[src/rtl/traffic_fsm.sv]
// Two-street traffic light controller driving an external interval timer.
// Latency: one core cycle from a qualified expired to the new state and its start_timer pulse.
// Backpressure: none; expired is ignored until two cycles after each start_timer pulse.
module traffic_fsm #(
    parameter logic [3:0] T_BASE = 4'd6,
    parameter logic [3:0] T_EXT  = 4'd3,
    parameter logic [3:0] T_YEL  = 4'd2
) (
    input  logic       clk,
    input  logic       rst_n,
    input  logic       Sensor,
    input  logic       Walk_Request,
    input  logic       expired,
    output logic       start_timer,
    output logic [3:0] Value,
    output logic [2:0] Main_Lights,
    output logic [2:0] Side_Lights,
    output logic       Walk_Lamp
);

    typedef enum logic [2:0] {
        ST_MG1  = 3'd0,
        ST_MG2  = 3'd1,
        ST_MY   = 3'd2,
        ST_WALK = 3'd3,
        ST_SG   = 3'd4,
        ST_SGX  = 3'd5,
        ST_SY   = 3'd6
    } state_t;

    state_t     state_q, state_d;
    logic       boot_q;
    logic       start_q, start_d;
    logic [1:0] cnt_q, cnt_d;
    logic       walk_pend_q, walk_pend_d;
    logic [2:0] main_q, main_d;
    logic [2:0] side_q, side_d;
    logic       walk_lamp_q, walk_lamp_d;
    logic [3:0] value_q, value_d;
    logic       qualify;

    // cnt_q saturates at 2, so a stale expired from the previous interval is masked
    assign qualify = !start_q && (cnt_q == 2'd2) && expired;

    always_ff @(posedge clk or negedge rst_n) begin
        if (!rst_n) begin
            state_q     <= ST_MG1;
            boot_q      <= 1'b1;
            start_q     <= 1'b0;
            cnt_q       <= 2'd0;
            walk_pend_q <= 1'b0;
            main_q      <= 3'b001;
            side_q      <= 3'b100;
            walk_lamp_q <= 1'b0;
            value_q     <= T_BASE;
        end else begin
            state_q     <= state_d;
            boot_q      <= 1'b0;
            start_q     <= start_d;
            cnt_q       <= cnt_d;
            walk_pend_q <= walk_pend_d;
            main_q      <= main_d;
            side_q      <= side_d;
            walk_lamp_q <= walk_lamp_d;
            value_q     <= value_d;
        end
    end

    always_comb begin
        state_d     = state_q;
        start_d     = boot_q || qualify;
        walk_pend_d = walk_pend_q;
        if (Walk_Request && (state_q != ST_WALK)) walk_pend_d = 1'b1;
        case (state_q)
            ST_MG1:  if (qualify) state_d = Sensor ? ST_MY : ST_MG2;
            ST_MG2:  if (qualify) state_d = ST_MY;
            ST_MY:   if (qualify) state_d = walk_pend_d ? ST_WALK : ST_SG;
            ST_WALK: begin
                if (qualify) begin
                    state_d     = ST_SG;
                    walk_pend_d = 1'b0;
                end
            end
            ST_SG:   if (qualify) state_d = Sensor ? ST_SGX : ST_SY;
            ST_SGX:  if (qualify) state_d = ST_SY;
            ST_SY:   if (qualify) state_d = ST_MG1;
            default: begin
                state_d = ST_MG1;
                start_d = 1'b1;
            end
        endcase
        cnt_d = start_d ? 2'd0 : ((cnt_q == 2'd2) ? 2'd2 : cnt_q + 2'd1);
    end

    // Outputs decode the next state so lamps and Value change with the start pulse
    always_comb begin
        main_d      = 3'b001;
        side_d      = 3'b100;
        walk_lamp_d = 1'b0;
        value_d     = T_BASE;
        case (state_d)
            ST_MY: begin
                main_d  = 3'b010;
                value_d = T_YEL;
            end
            ST_WALK: begin
                main_d      = 3'b100;
                walk_lamp_d = 1'b1;
                value_d     = T_EXT;
            end
            ST_SG: begin
                main_d = 3'b100;
                side_d = 3'b001;
            end
            ST_SGX: begin
                main_d  = 3'b100;
                side_d  = 3'b001;
                value_d = T_EXT;
            end
            ST_SY: begin
                main_d  = 3'b100;
                side_d  = 3'b010;
                value_d = T_YEL;
            end
            default: begin
                main_d  = 3'b001;
                side_d  = 3'b100;
                value_d = T_BASE;
            end
        endcase
    end

    assign start_timer = start_q;
    assign Value       = value_q;
    assign Main_Lights = main_q;
    assign Side_Lights = side_q;
    assign Walk_Lamp   = walk_lamp_q;

endmodule
[config.mk]
export PLATFORM = sky130hd
export DESIGN_NAME = traffic_fsm
export DESIGN_NICKNAME = d
export VERILOG_FILES = /design/src/rtl/traffic_fsm.sv
export SDC_FILE = /design/constraint.sdc
export NUM_CORES = 1
export LEC_CHECK = 0
export BUFFER_PORTS_ARGS = -buffer_cell sky130_fd_sc_hd__buf_2
export CAP_MARGIN = 10
export CORE_ASPECT_RATIO = 1.25
export CORE_MARGIN = 4
export CORE_UTILIZATION = 47
export DETAILED_ROUTE_END_ITERATION = 6
export PLACE_DENSITY_LB_ADDON = 0.1
export SYNTH_ARGS = -nofsm -noshare
export SYNTH_HDL_FRONTEND = slang
export SYNTH_SLANG_ARGS = --single-unit
[constraint.sdc]
create_clock -name clk -period 1.6 [get_ports clk]
set_clock_uncertainty 0.15 [all_clocks]
set_input_delay 0.32 -clock clk [delete_from_list [all_inputs] [get_ports clk]]
set_output_delay 0.32 -clock clk [all_outputs]
set_load 0.02 [all_outputs]
Yosys cells after proc, flatten, opt, wreduce, memory -nomap -nowiden:

Index checks and enable logic that the tools add are counted.

* register bits after elaboration: 19
* word-level logic and storage cells: 55
* output and inout port bits: 12
* bits of input ports: 5

* equality and inequality tests: 13
* multiplexer cells: 21
* add/sub/neg operators: 1
* reductions and logical operators: 11

Operators by type and width (count)
* $mux 3: 8
* $pmux 3 s7: 1
* $eq 3x3->1 const B: 6
* $pmux 3 s2: 3
* $eq 3x2->1 const B: 4
* $mux 2: 4
* $reduce_or 7->1: 1
* $reduce_or 2->1: 3
* $mux 1: 5
* $reduce_or 4->1: 1
* $eq 3x1->1 const B: 1
* $logic_and 1x1->1: 3
* $logic_not 3->1: 1
* $ne 3x2->1 const B: 1
* $add 2x1->2 const B: 1
* $eq 2x2->1 const B: 1
* $logic_not 1->1: 1
* $logic_or 1x1->1: 1

Logic depth before layout (Yosys ltp):

Gate-level depths: netlist of the first run.

* depth after elaboration: 9
* depth in mapped cells: 6
* depth with buffers taken out: 5

Worst setup path before layout of the first run:

OpenSTA, ideal clock, no wires.

* path type: reg-to-reg
* start: register cnt_q[0]
* end: register state_q[1]
* cell stages (with the launch flop): 7
* setup slack: 0.153 ns
* buffers on the path: 1
* data arrival time: 1.177 ns
* library setup time: 0.120 ns
* cell sequence: dfrtp_1 > inv_1 > ha_1 > and3b_1 > buf_2 > o21ai_0 > a31o_2

* longest elaborated chain between the ends: 5
* elaborated cells between the ends (all ways): 11
* classes of those cells: 1 x eq/ne; 8 x mux; 2 x reduce/logical

Ends and longest elaborated chain
* from (decl): RTL line 34 `logic [1:0] cnt_q, cnt_d;`
* from (signal assigned): RTL line 60 `cnt_q <= cnt_d;`
* $eq 2x2->1 (*): RTL line 43 `assign qualify = !start_q && (cnt_q == 2'd2) && expired;`
* $logic_and 1x1->1 (*) (2 in series): RTL line 43
* $mux 3, or another cell as far along: RTL line 86 `ST_SY: if (qualify) state_d = ST_MG1;`
* $pmux 3 s7 (*): RTL line 74 `case (state_q)`
* via state_d[1]: RTL line 31 `state_t state_q, state_d;`
* to (signal assigned): RTL line 57 `state_q <= state_d;`
* to (decl): RTL line 31

The timed path passes the listed nets; every way through them passes the cells marked *.

Final worst setup path of the first run:

Ends and elaborated chain as after synthesis.

==> results by stage, run 1 <==
Synthesis:
- Synthesis produced 81 cells.
- Sorting the synthesized cells by area gives the leading types as dfrtp_1 39%, dfstp_2 13%, o21ai_0 3.6%, buf_4 3.6%, ha_1 3.0%.
- The share of synthesized area in the top cell type comes to 0.387.
- The cell type contributing the most total cell area after synthesis is dfrtp_1.
- In this run the cell area of the synthesized design comes to between 800 and 900 µm².
- Synthesis instantiated 34 different standard cells from the library.
- The total number of yosys warnings is 0.
- The mean instance size in the synthesized netlist is 10.4 µm².
- The count of state elements after synthesis is 17.
- The part of the Yosys area used for sequential elements is 0.513.

Global routing:
- The via count of the first global-routing pass is 582.
- The most used routing layer in global routing is met2.
- The first global-routing pass estimated 2690 µm of wire.
- The maximum number of pins on one net before global-route repair is 18.
- The total overflow left after global routing is 0.
- In the global route stage, met2 resource usage came out at 0.206.
- In the global route stage, met1 resource usage came out at 0.195.
- For met3 alone, demand over resource in global routing was 0.0292.
- The total global-route track usage is 0.142.
- The number of antenna violations at the first check in global routing is 0.

Floorplanning:
- The die span in y is 55.3 µm.
- The number of placed I/O pins is 17.
- The row count is 16.
- The standard cell core area is 1620 µm².
- The die area is 2530 µm².
- The effective utilization at floorplan is 0.518.
- In this run the horizontal extent of the chip is ~46 µm.

Setup path:
- Data on the critical path arrives at its endpoint at 1530 ps.
- The kind of critical path is reg -> reg.
- The worst-path maximum fanout is 7.
- Traced cell by cell, the critical path runs through inv_1 -> ha_1 -> and3b_2 -> o21ai_1 -> a31o_2.
- Together, buffers and inverters on the worst path number 1.
- The delay contributed by the slowest stage of the critical path is between 300 and 400 ps.
- The startpoint type of the worst setup path is a register.
- The element type at the critical path end is a register.
- The gate family responsible for the most delay along the worst path is flip-flops.
- The worst path required time is 1630 ps.
- For this design, the slowest cell found on the critical path is dfrtp_1.

Power:
- The fraction of power spent switching nets is 0.391.
- Of the total power, the clock network draws 0.154.
- The power density of the placed cells is 1540 nW/µm².
- The internal power consumption is a little under 0.9 mW.
- Of the total power, combinational logic draws 0.381.
- The switching power summed over all nets is 0.571 mW.
- Summed over all cells, the static leakage comes to roughly 0.46 nW.
- The proportion of power drawn by flip-flops and latches is 0.465.
- The peak supply drop is 735 µV.
- The overall power consumption is 1.46 mW.

STA:
- Setup repair after global routing left no endpoint under its margin.
- The final critical delay including setup and external delays is ~1500 ps.
- Setup violations remaining at the end of the flow were counted as 0.
- The final critical-path share of the clock period is 0.940.
- The fmax is 0.665 GHz.
- At the pin with the least slew margin, the transition time is a little over 500 ps.
- The count of final hold-check violations is 0.
- The worst pin sits at a relative slew slack of 0.665.
- The number of max-slew violations in the final report was 0.
- The final worst hold slack is between 200 and 300 ps.

CTS:
- The insertion delay to the later sink of the worst-skew pair is 290 ps.
- The clock root buffer is clkbuf_4.
- The H-tree depth is 1.
- The TritonCTS clock tree is done.
- The post-CTS setup buffer count is 0.
- After clock tree synthesis, the clock-pin slew on the worst setup and hold paths is 90 ps.
- The number of clock sinks is 17.
- In this run, CTS created clock tree buffers numbering 3.
- In this run the deepest clock path goes through 2 buffers.

Cells and area:
- The synthesis-to-finish area growth is 12.5%.
- At the end of the flow the core is filled with cells to 0.583.
- The number of antenna diodes in the final layout is 0.
- The top cell types in the final layout, fill and taps aside, are 14 x buf_2, 13 x dfrtp_1, 6 x inv_1.
- The share of post-route cells with drive strength above 1 is 0.289.
- For this run, the post-layout net count is 105.
- Leaving out fill and tap cells, the most frequent cell in the layout is buf_2.

Drt:
- After detailed routing, the number of vias per cell comes to 5.35.
- The detail route stage leaves a number of antenna-violating nets equal to 0.
- The routed layout has 615 vias.
- The total wire length is 1550 µm.
- The first routing iteration left 6 violations.
- Before antenna repair, the detailed router went through 4 iterations.
- After detailed routing, the average wire length per cell comes to between 10 and 15 µm.
- After detailed routing, the number of remaining DRC violations is 0.

Flow run:
- Across the run, the number of max-cap violations was 0.

Placed design:
- The HPWL after detailed placement is 1110 µm.
- The count of input and output buffers is 14.
- The congestion estimate from routability-driven global placement came to 0.793.

Hold path:
- In this run the worst hold path is classified as in -> reg.

Outcome:
- The run finished with clean final reports.
-- power groups by stage --
stage | combinational [mW] | clock (mW) | sequential (mW)
detailed placement | 0.552 | 0 | 0.681
finish | 0.555 | 0.225 | 0.679
global placement | 0.551 | 0 | 0.682
global route | 0.621 | 0.254 | 0.698
floorplan | 0.377 | 0 | 0.730
CTS | 0.557 | 0.237 | 0.675
-- routing by layer --
metal,wire [µm],part of all wire
met3,82,0.053
met5,0,0
met1,698,0.45
met4,12,0.0077
met2,759,0.49
-- stage by stage --
step	setup TNS (ps)	setup slack, ps	instance area (µm²)	cells
5_1_grt	0	1.89	945	115
4_1_cts	0	63.9	945	115
3_3_place_gp	0	78.3	907	110
3_5_place_dp	-1.35	-1.35	907	110
2_1_floorplan	0	153	843	82
6_report	0	96.6	945	115
-- synthesized netlist by cell type --
cell	n
dfrtp_1	13
inv_1	6
o21ai_0	6
buf_4	4
dfstp_2	4
nand2_1	4
nor2_1	4
a21oi_1	3
nor2b_1	3
nor3_1	3
o21a_1	3
and2_1	2
buf_2	2
conb_1	2
ha_1	2
o211ai_1	2
a2bb2oi_1	1
a311oi_2	1
a31o_2	1
a31oi_1	1
a32oi_1	1
and3b_1	1
buf_6	1
nand2b_1	1
nand3_1	1
nand3b_1	1
o211a_1	1
o22a_1	1
o22ai_1	1
o31ai_1	1
o31ai_2	1
or3_1	1
xnor2_1	1
xor2_1	1
-- what timing repair did --
item                       4_1_cts  5_1_grt
setup endpoints to repair        1        2
hold endpoints to repair        13        0
gates cloned                     0        0
gates resized for setup          1        2
pin swaps                        0        1
hold buffers                     1        0
-- sequential cells by signal, summed over array words and instances (netlist names) --
signal and cells:
Main_Lights 3, boot_q 1, state_q 3, cnt_q 2
start_timer 1, Value 2, walk_pend_q 1, Walk_Lamp 1
Side_Lights 3
-- final cells by class --
class	instances	area, µm²
clock buffers	4	26.3
fillers	152	677
inverters	6	22.5
multi-input cells	52	340
flip-flops and latches	17	430
well taps	18	22.5
repair buffers	18	103
-- tightest hold or removal path, delay by kind of cell --
| family | cells | cell delay (ps) |
|---|---|---|
| compound gates | 2 | 210 |
| buf+inv | 1 | 130 |
-- logic make-up after synthesis --
group | count (synthesis) | share of synthesized area
compound gates | 24 | 0.209
simple gates | 21 | 0.131
flops | 17 | 0.513
buf+inv | 13 | 0.0879
xor+xnor | 2 | 0.0209
fa+ha+maj | 2 | 0.0298
other cells | 2 | 0.00895
-- worst paths after layout --
check | startpoint | to | slack (ps) | cells past startpoint
worst max-delay path | cnt_q[0]$_DFF_PN0_ | state_q[1]$_DFF_PN0_ | 100 | 5
min in group asynchronous | rst_n | Main_Lights[1]$_DFF_PN0_ | 310 | 2
worst max register to register | cnt_q[0]$_DFF_PN0_ | state_q[1]$_DFF_PN0_ | 100 | 5
worst min register to register | walk_pend_q$_DFF_PN0_ | walk_pend_q$_DFF_PN0_ | 420 | 2
worst min-delay path | Sensor | Value[0]$_DFF_PN0_ | 260 | 3
max in group asynchronous | rst_n | Value[2]$_DFF_PN1_ | 680 | 2
Power figures use the tool's default switching activity.
==> run 2, diff against run 1 <==
CORE_UTILIZATION = 46   (was 47)
==> run 2 against run 1 <==
Fmax decreased by 2.4%. First-iteration DRC count increased by 100%. Register-to-register slack got worse by 40 ps. Power increased by 2.0%. Worst setup slack got worse by 36 ps. Core utilization decreased by 1.7 points. Non-clock buffer count increased by 2. Clock power about the same. Sequential cell count unchanged. Critical endpoint is now Walk_Lamp$_DFF_PN0_. Largest power group unchanged.
==> results by stage, run 2 (synthesis gave the netlist of run 1 again) <==
Floorplanning:
- The die boundary width is 46.2 µm.
- The number of placed I/O pins is 17.
- The row count is 17.
- The initial utilization of the core area, before any placement, comes to 0.481.
- The die covers approximately 2600 µm².
- The die span in y is between 50 and 60 µm.
- The total area inside the core boundary comes to around 1700 µm².

Setup path:
- Data arrives at the worst endpoint at 1610 ps.
- The worst-path maximum fanout is 5.
- STA classifies the critical path startpoint as a register.
- The worst setup path is of the reg -> reg kind.
- The worst register-to-register path ends at Walk_Lamp$_DFF_PN0_.
- The signal on the critical path passes through inv_2 -> ha_4 -> nand3b_1 -> or3_4 -> a21oi_2.
- In this run the critical register-to-register path is launched from cnt_q[0]$_DFF_PN0_.
- The depth of the worst register-to-register path is 5.
- The worst path required time is 1670 ps.
- The worst reg-to-reg setup slack is ~60 ps.
- The delay contributed by the slowest stage of the critical path is 420 ps.
- The highest-delay cell along the critical path is or3_4.
- The element type at the critical path end is a register.

Cells and area:
- The layout has roughly 160 filler cells.
- The final cell utilization of the core is 0.565.
- In the layout the commonest cells are 14 x buf_2, 13 x dfrtp_1, 5 x inv_1, 5 x o21ai_0.
- The count of inserted antenna diode cells is 0.
- The leading cell type in the layout, fill and taps excluded is buf_2.
- The net count of the finished layout is 107.
- Of the cells placed in the final design, the portion with a size suffix greater than 1 is 0.343.
- The register area is 430 µm².
- The area of the multi-input gates is between 300 and 400 µm².
- The synthesis-to-finish area growth is 17.4%.

STA:
- Measured against its own limit, the worst slew margin works out to 0.664.
- The number of max-slew violations in the final report is 0.
- Setup violations remaining at the end of the flow were counted as 0.
- The final critical-path share of the clock period is 0.962.
- Setup repair after global routing left no endpoint under its margin.
- The worst path needs 1540 ps of the cycle, external delays included.
- The actual slew at the worst max-slew pin is slightly above 500 ps.
- Timing would allow up to 0.650 GHz.
- Adding up every negative setup slack in the final design gives 0 ps.
- The count of final hold-check violations is 0.

CTS:
- The number of clock sinks is 17.
- The clock root buffer is clkbuf_4.
- The TritonCTS clock tree is done.
- The insertion delay to the later sink of the worst-skew pair is roughly 290 ps.
- The deepest clock path buffer count is 2.
- Clock-pin slew was measured on the worst setup and hold paths at 90 ps.
- The H-tree depth is 1.
- The number of buffers inserted during clock tree synthesis is 3.

Power:
- The internal power consumption is slightly above 0.9 mW.
- The peak supply drop is 705 µV.
- The proportion of power drawn by flip-flops and latches is 0.468.
- The switching power summed over all nets is just under 0.6 mW.
- Of the total power, the share spent switching nets is 0.392.
- Of the total power, combinational logic draws 0.382.
- The clock share of power is 0.150.
- For this design the static power due to leakage is 0.473 nW.
- Dividing total power by cell area gives a power density of 1510 nW/µm².

Hold path:
- The endpoint with the worst hold slack is walk_pend_q$_DFF_PN0_.
- The cell depth of the worst min-delay path is 3.
- The worst min-delay path class is in -> reg.
- The startpoint of the worst hold path is Walk_Request.

Global routing:
- The total congestion overflow is 0.
- The maximum number of pins on one net before global-route repair is 18.
- The first global-routing pass estimated between 2000 and 2500 µm of wire.
- The via count of the first global-routing pass was roughly 550.
- The number of antenna violations at the first check in global routing was 0.
- In the global route stage, overall resource usage came out at 0.129.

Outcome:
- The run finished with clean final reports.

Placed design:
- The congestion estimate from routability-driven global placement came to 0.793.
- Input and output buffers added on the ports amount to 14.
- The placed wire-length estimate after detailed placement is roughly 1100 µm.

Drt:
- The total wire length is ~1500 µm.
- The average via count per standard cell is 5.19.
- The detail-routed net length per standard cell is roughly 13 µm.
- After the first detailed-routing iteration, the DRC count stood at 12.
- Summing over every cut layer, the via total after detailed routing is a little over 600.
- The remaining antenna violation count after routing is 0.
- The first detailed-routing pass ran for 4 iterations.
- The post-detailed-route DRC marker count is 0.

Flow run:
- The count of max-cap constraint violations is 0.
run 2: layout make-up:
type / instances / area share
flip-flops and latches: 17 / 0.437
inverters: 6 / 0.0228
repair buffers: 20 / 0.123
clock buffers: 4 / 0.0266
well taps: 19 / 0.0241
multi-input cells: 52 / 0.367
run 2: repair_timing:
item | 4_1_cts | 5_1_grt
hold buffers | 1 | 0
pin swaps | 0 | 4
endpoints found under the hold margin | 13 | 0
setup buffers | 0 | 2
endpoints found under the setup margin | 1 | 6
gates resized for setup | 1 | 7
run 2: worst max-delay path: cells and delay by family, from the launching register on:
| kind | cells | cell delay [ps] |
|---|---|---|
| DFF | 1 | 380 |
| AOI/OAI and AO/OA | 1 | 130 |
| and+or+nand+nor | 2 | 600 |
| buffers and inverters | 1 | 80 |
| adders and majority gates | 1 | 130 |
run 2: routing by layer:
metal	GRT usage	vias up	routed length (µm)	share of wire
met5	0	-	0	0
met4	0.0854	0	38	0.025
met3	0.0291	4	75	0.049
met2	0.201	17	766	0.50
met1	0.150	283	647	0.42
li1	-	309	-	-
run 2: per-stage QoR:
stage | instance area [µm²] | power [mW] | std cells | hold slack (ps) | worst slack [ps]
floorplan | 843 | 1.11 | 82 | -126 | 153
global placement | 908 | 1.24 | 111 | 105 | 82.4
detailed placement | 908 | 1.23 | 111 | 104 | 8.06
CTS | 946 | 1.47 | 116 | 236 | 55.7
global route | 986 | 1.60 | 118 | 247 | 6.66
finish | 986 | 1.49 | 118 | 241 | 60.4
run 2: worst max path at each step:
stage | from | to
final | cnt_q[0]$_DFF_PN0_ | Walk_Lamp$_DFF_PN0_
after global routing | cnt_q[0]$_DFF_PN0_ | Walk_Lamp$_DFF_PN0_
after detailed placement | cnt_q[0]$_DFF_PN0_ | state_q[1]$_DFF_PN0_
after global placement | cnt_q[0]$_DFF_PN0_ | state_q[1]$_DFF_PN0_
after floorplan | cnt_q[0]$_DFF_PN0_ | state_q[1]$_DFF_PN0_
after CTS | cnt_q[0]$_DFF_PN0_ | state_q[1]$_DFF_PN0_
run 2: power groups by stage:
stage | Clock, mW | Sequential, mW | Combinational [mW]
finish | 0.223 | 0.696 | 0.569
global route | 0.264 | 0.716 | 0.621
floorplan | 0 | 0.730 | 0.377
detailed placement | 0 | 0.694 | 0.541
global placement | 0 | 0.698 | 0.539
CTS | 0.239 | 0.690 | 0.545
